==> src/rtl/cook_sequencer_pkg.sv <==
// Shared types and constants for the cooking program sequencer.
package cook_sequencer_pkg;

    typedef enum logic [2:0] {
        IDLE,
        LOAD,
        RUN,
        PAUSED,
        BEEP
    } state_t;

    localparam logic [6:0] MAX_MIN    = 7'd99;
    localparam logic [6:0] MAX_SEC    = 7'd59;
    localparam logic [3:0] MAX_PWR    = 4'd10;
    localparam logic [3:0] PWR_PERIOD = 4'd10;

    typedef struct packed {
        logic [6:0] min;
        logic [6:0] sec;
        logic [3:0] pwr;
    } stage_t;

    // Saturate a raw table write to the legal minute/second/power ranges
    function automatic stage_t clamp_stage(input logic [6:0] m,
                                           input logic [6:0] s,
                                           input logic [3:0] p);
        stage_t r;
        r.min = (m > MAX_MIN) ? MAX_MIN : m;
        r.sec = (s > MAX_SEC) ? MAX_SEC : s;
        r.pwr = (p > MAX_PWR) ? MAX_PWR : p;
        return r;
    endfunction

    // A stage with no time programmed terminates the program
    function automatic logic stage_empty(input stage_t st);
        return (st.min == 7'd0) && (st.sec == 7'd0);
    endfunction

endpackage

==> src/rtl/cook_sequencer_sec_tick_gen.sv <==
// Free-running prescaler producing a one-cycle strobe once per second.
module sec_tick_gen #(
    parameter int TICKS_PER_SEC = 100_000_000
) (
    input  logic clock,
    input  logic reset,
    output logic tick
);

    localparam int CW = (TICKS_PER_SEC > 1) ? $clog2(TICKS_PER_SEC) : 1;

    logic [CW-1:0] count;

    assign tick = (count == CW'(TICKS_PER_SEC - 1));

    // Wrap the prescaler on every tick; it never restarts for state changes
    always_ff @(posedge clock) begin
        if (reset) begin
            count <= '0;
        end else if (tick) begin
            count <= '0;
        end else begin
            count <= count + CW'(1);
        end
    end

endmodule

==> src/rtl/cook_sequencer.sv <==
// Multi-stage cooking program controller driving the countdown timer,
// the duty-cycled magnetron enable and the end-of-program beep.
module cook_sequencer
    import cook_sequencer_pkg::*;
#(
    parameter int NUM_STAGES    = 4,
    parameter int TICKS_PER_SEC = 100_000_000,
    parameter int LOAD_WAIT_SEC = 2,
    parameter int BEEP_SEC      = 3
) (
    input  logic                          clock,
    input  logic                          reset,
    input  logic                          cfg_we,
    input  logic [$clog2(NUM_STAGES)-1:0] cfg_idx,
    input  logic [6:0]                    cfg_min,
    input  logic [6:0]                    cfg_sec,
    input  logic [3:0]                    cfg_pwr,
    input  logic                          start_p,
    input  logic                          pause_p,
    input  logic                          stop_p,
    input  logic                          door_open,
    input  logic                          tmr_done,
    output logic [6:0]                    tmr_min,
    output logic [6:0]                    tmr_sec,
    output logic                          tmr_start,
    output logic                          tmr_pause,
    output logic                          tmr_stop,
    output logic                          mag_en,
    output logic [$clog2(NUM_STAGES)-1:0] stage,
    output logic                          busy,
    output logic                          beep
);

    localparam int IDX_W   = $clog2(NUM_STAGES);
    localparam int SEC_MAX = (LOAD_WAIT_SEC > BEEP_SEC) ? LOAD_WAIT_SEC : BEEP_SEC;
    localparam int SEC_W   = (SEC_MAX > 1) ? $clog2(SEC_MAX) : 1;

    localparam logic [IDX_W-1:0] LAST_IDX  = IDX_W'(NUM_STAGES - 1);
    localparam logic [SEC_W-1:0] LOAD_LAST = SEC_W'(LOAD_WAIT_SEC - 1);
    localparam logic [SEC_W-1:0] BEEP_LAST = SEC_W'(BEEP_SEC - 1);

    stage_t           table_q [NUM_STAGES];
    state_t           state_q, state_d;
    logic [IDX_W-1:0] stage_q, stage_d;
    logic [SEC_W-1:0] sec_cnt_q, sec_cnt_d;
    logic [3:0]       phase_q, phase_d;
    logic             done_q, door_q;
    logic             tick;

    logic [6:0]       tmr_min_d, tmr_sec_d;
    logic             tmr_start_d, tmr_pause_d, tmr_stop_d, mag_en_d, beep_d;

    logic             done_rise, door_rise, has_next;
    logic [IDX_W-1:0] next_idx;

    sec_tick_gen #(
        .TICKS_PER_SEC(TICKS_PER_SEC)
    ) u_tick (
        .clock(clock),
        .reset(reset),
        .tick (tick)
    );

    assign done_rise = tmr_done && !done_q;
    assign door_rise = door_open && !door_q;
    assign next_idx  = stage_q + IDX_W'(1);
    assign has_next  = (stage_q != LAST_IDX) && !stage_empty(table_q[next_idx]);
    assign busy      = (state_q != IDLE);
    assign stage     = stage_q;

    // State, counters, stage table and registered timer/magnetron outputs
    always_ff @(posedge clock) begin
        if (reset) begin
            state_q   <= IDLE;
            stage_q   <= '0;
            sec_cnt_q <= '0;
            phase_q   <= '0;
            done_q    <= 1'b0;
            door_q    <= 1'b0;
            tmr_min   <= '0;
            tmr_sec   <= '0;
            tmr_start <= 1'b0;
            tmr_pause <= 1'b0;
            tmr_stop  <= 1'b0;
            mag_en    <= 1'b0;
            beep      <= 1'b0;
            for (int i = 0; i < NUM_STAGES; i++) begin
                table_q[i] <= '0;
            end
        end else begin
            state_q   <= state_d;
            stage_q   <= stage_d;
            sec_cnt_q <= sec_cnt_d;
            phase_q   <= phase_d;
            done_q    <= tmr_done;
            door_q    <= door_open;
            tmr_min   <= tmr_min_d;
            tmr_sec   <= tmr_sec_d;
            tmr_start <= tmr_start_d;
            tmr_pause <= tmr_pause_d;
            tmr_stop  <= tmr_stop_d;
            mag_en    <= mag_en_d;
            beep      <= beep_d;
            if (cfg_we && (state_q == IDLE)) begin
                table_q[cfg_idx] <= clamp_stage(cfg_min, cfg_sec, cfg_pwr);
            end
        end
    end

    // Next state with event priority stop > done edge > pause/door > start
    always_comb begin
        state_d   = state_q;
        stage_d   = stage_q;
        sec_cnt_d = sec_cnt_q;
        phase_d   = phase_q;
        case (state_q)
            IDLE: begin
                if (start_p && !door_open && !stage_empty(table_q[0])) begin
                    state_d   = LOAD;
                    stage_d   = '0;
                    sec_cnt_d = '0;
                end
            end
            LOAD: begin
                if (stop_p) begin
                    state_d = IDLE;
                    stage_d = '0;
                end else if (!door_open && tick) begin
                    if (sec_cnt_q == LOAD_LAST) begin
                        state_d = RUN;
                        phase_d = '0;
                    end else begin
                        sec_cnt_d = sec_cnt_q + SEC_W'(1);
                    end
                end
            end
            RUN: begin
                if (tick) begin
                    phase_d = (phase_q == (PWR_PERIOD - 4'd1)) ? 4'd0 : phase_q + 4'd1;
                end
                if (stop_p) begin
                    state_d = IDLE;
                    stage_d = '0;
                end else if (done_rise) begin
                    sec_cnt_d = '0;
                    if (has_next) begin
                        state_d = LOAD;
                        stage_d = next_idx;
                    end else begin
                        state_d = BEEP;
                    end
                end else if (pause_p || door_rise) begin
                    state_d = PAUSED;
                end
            end
            PAUSED: begin
                if (stop_p) begin
                    state_d = IDLE;
                    stage_d = '0;
                end else if ((start_p || pause_p) && !door_open) begin
                    state_d = RUN;
                end
            end
            BEEP: begin
                if (stop_p) begin
                    state_d = IDLE;
                    stage_d = '0;
                end else if (tick) begin
                    if (sec_cnt_q == BEEP_LAST) begin
                        state_d = IDLE;
                        stage_d = '0;
                    end else begin
                        sec_cnt_d = sec_cnt_q + SEC_W'(1);
                    end
                end
            end
            default: begin
                state_d = IDLE;
                stage_d = '0;
            end
        endcase
    end

    // Output values derived from the transition being taken this cycle
    always_comb begin
        tmr_min_d   = tmr_min;
        tmr_sec_d   = tmr_sec;
        if (state_d == LOAD) begin
            tmr_min_d = table_q[stage_d].min;
            tmr_sec_d = table_q[stage_d].sec;
        end
        tmr_stop_d  = stop_p && ((state_q == LOAD) || (state_q == RUN) || (state_q == PAUSED));
        tmr_start_d = (state_d == RUN) && (state_q != RUN);
        tmr_pause_d = (state_q == RUN) && (state_d == PAUSED);
        mag_en_d    = (state_q == RUN) && (state_d == RUN) && !door_open &&
                      (phase_q < table_q[stage_q].pwr);
        beep_d      = (state_d == BEEP);
    end

endmodule

==> config.mk <==
export PLATFORM = sky130hd
export DESIGN_NAME = cook_sequencer
export DESIGN_NICKNAME = d
export VERILOG_FILES = /design/src/rtl/cook_sequencer_pkg.sv /design/src/rtl/cook_sequencer_sec_tick_gen.sv /design/src/rtl/cook_sequencer.sv
export SDC_FILE = /design/constraint.sdc
export NUM_CORES = 1
export LEC_CHECK = 0
export CORE_MARGIN = 2
export CORE_UTILIZATION = 25
export CTS_BUF_LIST = sky130_fd_sc_hd__clkbuf_4
export CTS_CLUSTER_DIAMETER = 60
export DETAILED_ROUTE_END_ITERATION = 10
export GPL_TIMING_DRIVEN = 1
export HOLD_SLACK_MARGIN = 0.1
export PLACE_DENSITY = 0.39
export RECOVER_POWER = 50
export SETUP_SLACK_MARGIN = 0.2
export SKIP_CTS_REPAIR_TIMING = 1
export SLEW_MARGIN = 0
export SYNTH_ARGS = -nofsm -noshare
export SYNTH_HDL_FRONTEND = slang
export SYNTH_SLANG_ARGS = --single-unit
==> constraint.sdc <==
create_clock -name clock -period 3.51 [get_ports clock]
set_input_delay 0.5265 -clock clock [delete_from_list [all_inputs] [get_ports clock]]
set_output_delay 0.5265 -clock clock [all_outputs]
set_load 0.01 [all_outputs]
==> results of run 1 <==
==> stage by stage <==
stage	utilization, %	cell area, um^2
final	30.29	7302
after global placement	29.11	7017
after global routing	30.29	7302
after CTS	30.35	7316
after detailed placement	29.11	7017
after floorplan	-	6092
==> critical path: cells and delay by family, from the launching register on <==
family,cells,cell delay (ps)
DFF,1,390
buffers and inverters,1,220
AOI/OAI and AO/OA,3,860
and+or+nand+nor,4,1600
==> synthesized netlist by cell type, types with 9 or more instances <==
library cell  count
xor2_1           18
edfxtp_1         72
nand2_1          27
nand4_1          12
inv_1            16
dfxtp_1          59
nor4_1           12
clkbuf_1         15
ha_1              9
mux2i_1          30
nand3_1          19
nor2_1          134
xnor2_1           9
o211ai_1         14
o221ai_2         10
==> layout make-up <==
cell class	count	area share [%]
clock buffer	19	1.953
multi-input combinational	396	35.14
inverter	16	0.8225
timing repair buffer	69	8.533
tap	324	5.552
clock inverter	13	2.142
sequential	131	45.78
antenna	2	0.06854
==> routing by layer <==
metal  routed length (um)  up-vias  share of wire, %
met2                 7956       93                49
met4                  137        0              0.84
li1                     -     2195                 -
met5                    0        -                 0
met3                  720        9               4.4
met1                 7574     2197                46
==> registers in the layout (all words and copies together), names as in the netlist, 2 cells and up <==
signal        count
phase_q           4
sec_cnt_q         2
stage             2
state_q           3
table_q          72
tmr_min           7
tmr_sec           7
u_tick.count     27
==> worst paths after layout <==
check	endpoint	cells past startpoint	slack [ps]	start
worst min register to register	u_tick.count[0]	1	510	u_tick.count[0]
worst min-delay path	u_tick.count[0]	1	510	u_tick.count[0]
worst max-delay path	tmr_min[2]	8	350	u_tick.count[8]
worst max register to register	tmr_min[2]	8	350	u_tick.count[8]
==> where the power goes <==
part / switching, mW / internal (mW)
logic: 0.143 / 0.0928
clock network: 0.580 / 0.510
registers: 0.0394 / 1.68
total: 0.763 / 2.29
==> logic make-up (layout without fill, tap and decap cells) <==
family / count (synthesis) / in the layout / synth area share, %
fa+ha+maj: 9 / 9 / 1.852
flops: 131 / 131 / 54.98
mux: 34 / 34 / 6.420
other cells: 1 / 6 / 0.06167
xor+xnor: 27 / 27 / 3.889
compound gates: 67 / 67 / 9.403
simple gates: 255 / 255 / 20.21
buf+inv: 45 / 117 / 3.189
==> results.py, run 1 <==
metrics = {
    "setup_path": {
        "cp_data_required_time_ps": 3940,
        "cp_cell_sequence": "or4b_4, nor4_4, nand4_1, a2111oi_2, o2bb2ai_2, or4b_1, buf_4, o221ai_1",
        "path_class": "reg2reg",
        "slowest_stage": "or4b_4",
        "cpPeakStageDelay_ps": 570,
        "end_kind": "register",
        "cp_max_fo": 14,
        "cp.arrival_ps": 3580,
        "crit_path_start_kind": "register",
    },
    "power_and_ir_drop": {
        "leakagePower_nw": 2.584,
        "p_per_area_mw_per_mm2": 417.8,
        "vdd_drop_max_v": 0.0001856,
        "power_mw": 3.050,
    },
    "global_route": {
        "grt_max_degree": 29,
        "antenna_found_initial": 1,
        "busiest_layer": "met2",
        "grt_pass1_wl_um": 26060,
        "met1_usage_pct": 17.41,
        "grt_usage_pct": 13.26,
        "grt_pass1_vias": 4563,
        "met2_usage_pct": 21.98,
        "gr-usage-met3_pct": 3.195,
        "gr-total-overflow": 0,
    },
    "timing": {
        "finalCritPeriodShare_pct": 89.94,
        "tns_ps": 0,
        "max_slew.worst_pin.slew_ps": 1089,
        "setup_ws_ps": 353.2,
        "drv_slew": 0,
        "fmax_mhz": 316.8,
        "setup_viol": 0,
        "hold_slack_ps": 512.9,
        "period_needed_ps": 3157,
        "max_slew_margin_pct": 27.37,
        "hold_viol_final": 0,
        "skew_ps": 22.89,
        "rsz0062_at_grt": "false",
    },
    "die": {
        "die_area_mm2": 0.02559,
        "die_y_um": 160.0,
        "initial_core_util_pct": 25.23,
        "num_io_pins": 50,
        "fp.coreArea_mm2": 0.02411,
        "rows": 57,
        "chipWidth_um": 160.0,
    },
    "logic_synthesis": {
        "yosys_warnings": 0,
        "synth_edf_count": 72,
        "synth_seq_cells": 131,
        "synth_cell_types": 58,
        "synth.top_cell.area_share_pct": 35.56,
        "postSynthCellCount": 569,
        "async_flop_share_pct": 0,
        "yosysSeqAreaShare_pct": 54.98,
        "synth.largest_area_cell": "edfxtp_1",
        "synth.area.top_cells": "edfxtp_1, dfxtp_1, nor2_1, mux2i_1, xor2_1",
        "ys.flop_type": "edfxtp_1",
        "synth_area_mm2": 0.006081,
        "syn_avg_cell_area_um2": 10.69,
    },
    "clocking": {
        "cts-root-buf": "clkbuf_4",
        "htreeDepth": 4,
        "clock_path_buffers": 2,
        "clk_latency_ps": 520,
        "cts-buffers-inserted": 17,
        "cts.sinks": 131,
        "clk_pin_slew_ps": 120,
        "cts_tree": "yes",
    },
    "route": {
        "drt-pass1-iter-count": 4,
        "routed_wl_um": 16390,
        "vias_per_cell": 4.633,
        "drc_errors": 0,
        "vias": 4494,
        "antenna_left": 0,
        "first_iter_violations": 295,
        "wl_per_cell_um": 16.89,
    },
    "layout": {
        "finalNonFillerCells": 970,
        "final_layout_size_suffix_gt1_share_pct": 11.18,
        "fill_cells": 2584,
        "multi_input_area_mm2": 0.002566,
        "layout_common_cells": "nor2_1, edfxtp_1, dfxtp_1",
        "final_common_cell": "nor2_1",
        "seq_area_mm2": 0.003343,
        "syn_to_final_growth_pct": 20.08,
        "final_nets": 668,
    },
    "min_path": {
        "hold_path_class": "reg2reg",
    },
    "place": {
        "pre_cts_ws_ps": 267.9,
        "portBuffers": 49,
        "dp.cells": 936,
        "hpwl_um": 12090,
        "place.gp.congestion": 0.8050,
    },
    "outcome": {
        "status": "completed",
    },
    "run": {
        "maxCapViolCount": 0,
    },
}
Power figures use the tool's default switching activity.
==> inputs of run 2 (changes only) <==
Settings changed: CAP_MARGIN set to 10, CORE_UTILIZATION 25 to 55, PLACE_DENSITY 0.39 to 0.74.
==> run 2 against run 1 <==
Net effect: first-iteration DRC count up 0.68%; setup slack better by 86 ps; die area fell by 53%; register-to-register slack better by 90 ps; final cell count shrank 20%; critical path depth down 1; critical endpoint is now tmr_min[3].
==> results.py, run 2 (synthesis results as in run 1) <==
metrics = {
    "min_path": {
        "hold_path_class": "reg2reg",
    },
    "timing": {
        "drv_slew": 0,
        "max_slew.worst_pin.slew_ps": 923.8,
        "tns_ps": 0,
        "period_needed_ps": 3071,
        "hold_viol_final": 0,
        "setup_viol": 0,
        "skew_ps": 23.33,
        "fmax_mhz": 325.7,
        "max_slew_margin_pct": 38.42,
        "hold_slack_ps": 510.9,
        "finalCritPeriodShare_pct": 87.49,
        "rsz0062_at_grt": "false",
    },
    "global_route": {
        "grt_pass1_wl_um": 21330,
        "grt_max_degree": 29,
        "antenna_found_initial": 0,
        "grt_usage_pct": 23.92,
        "gr-total-overflow": 0,
        "grt_pass1_vias": 4329,
    },
    "setup_path": {
        "end_kind": "register",
        "cp_data_required_time_ps": 3960,
        "crit_end": "tmr_min[3]",
        "reg2reg_from": "u_tick.count[8]",
        "crit_path_frequent_cell": "or4b_4",
        "cp-startpoint": "u_tick.count[8]",
        "ff2ff_path_depth": 7,
        "path_class": "reg2reg",
        "cp.arrival_ps": 3530,
        "cp_cell_sequence": "or4b_4, nor4_4, nand4_2, a2111oi_2, o2bb2ai_1, or4b_4, o221ai_1",
        "cp_max_fo": 14,
        "crit_path_start_kind": "register",
        "slowest_stage": "or4b_4",
        "reg2reg_to": "tmr_min[3]",
        "ff2ff_setup_slack_ps": 440,
        "cpPeakStageDelay_ps": 640,
    },
    "die": {
        "num_io_pins": 50,
        "die_y_um": 109.1,
        "chipWidth_um": 109.1,
        "initial_core_util_pct": 56.34,
        "fp.coreArea_mm2": 0.01079,
        "rows": 38,
        "die_area_mm2": 0.01191,
    },
    "place": {
        "portBuffers": 49,
        "place.gp.congestion": 0.8491,
        "hpwl_um": 9763,
        "placed_cell_area_mm2": 0.006741,
    },
    "power_and_ir_drop": {
        "leakagePower_nw": 2.585,
        "vdd_drop_max_v": 0.0004392,
        "p_per_area_mw_per_mm2": 439.2,
    },
    "layout": {
        "antenna_cells": 0,
        "final_layout_size_suffix_gt1_share_pct": 10.34,
        "final_common_cell": "nor2_1",
        "top_register": "table_q",
        "fill_cells": 862,
        "seq_area_mm2": 0.003343,
        "syn_to_final_growth_pct": 16.13,
        "stdcell_area_mm2": 0.007062,
        "multi_input_area_mm2": 0.002561,
        "layout_common_cells": "nor2_1, edfxtp_1, dfxtp_1",
        "top_regs": "table_q x72, u_tick.count x27",
        "final_nets": 662,
        "largest_reg_flops": 72,
    },
    "route": {
        "wl_per_cell_um": 17.42,
        "routed_wl_um": 13550,
        "drt-pass1-iter-count": 4,
        "first_iter_violations": 297,
        "vias": 4516,
        "antenna_left": 0,
        "drc_errors": 0,
        "vias_per_cell": 5.805,
    },
    "outcome": {
        "status": "completed",
    },
    "clocking": {
        "htreeDepth": 4,
        "clk_pin_slew_ps": 110,
        "clk_latency_ps": 550,
        "clock_path_buffers": 2,
        "cts-root-buf": "clkbuf_4",
        "cts-buffers-inserted": 17,
        "cts_tree": "yes",
        "cts.sinks": 131,
    },
    "run": {
        "maxCapViolCount": 0,
    },
}
## run 2: changes by cell type in the layout (fill, tap and decap cells not counted), moves of 2 or more
cell / change
clkbuf_4: -2
clkinv_4: +3
clkinv_2: -2
buf_4: -3
clkbuf_1: -3
diode_2: -2
## run 2: worst min path at each step
| stage | from | cells after the start | endpoint |
|---|---|---|---|
| after floorplan | u_tick.count[0] | 1 | u_tick.count[0] |
| after global placement | u_tick.count[21] | 2 | u_tick.count[21] |
| after detailed placement | u_tick.count[0] | 1 | u_tick.count[0] |
| after CTS | u_tick.count[0] | 1 | u_tick.count[0] |
| after global routing | tmr_done | 2 | done_q |
| final | u_tick.count[0] | 1 | u_tick.count[0] |
## run 2: critical path: cells and delay by family (launching register included)
kind / cells / cell delay (ps)
compound gates: 3 / 830
flops: 1 / 400
simple gates: 4 / 1760
## run 2: report_power, final
part           internal, mW  switching [mW]
logic                0.0909           0.132
registers              1.68          0.0398
clock network         0.572           0.582
total                  2.35           0.754
## run 2: layout make-up
class | count | share of cell area (%)
repair buffers | 63 | 8.345
clock inverters | 15 | 2.906
flip-flops and latches | 131 | 47.34
inverters | 16 | 0.8505
well taps | 140 | 2.481
clock buffers | 17 | 1.807
multi-input cells | 396 | 36.27
## run 2: stage by stage
| stage | total power [mW] | util (%) | setup WS (ps) | cells |
|---|---|---|---|---|
| 2_1_floorplan | 1.872 | - | 636.8 | 572 |
| 3_3_place_gp | 1.977 | 62.46 | 247.3 | 746 |
| 3_5_place_dp | 1.985 | 62.46 | 149.7 | 746 |
| 4_1_cts | 3.118 | 65.55 | 224.5 | 778 |
| 5_1_grt | 3.213 | 65.43 | 228.5 | 778 |
| 6_report | 3.102 | 65.43 | 439.2 | 778 |
## run 2: metal layers
metal  up-vias  part of all wire [%]  global-route usage [%]
li1       2181                     -                       -
met1      2187                    45                   30.41
met2       126                    49                   39.22
met3        22                   4.8                   6.216
met4         0                   2.1                   9.158
met5         -                     0                       0
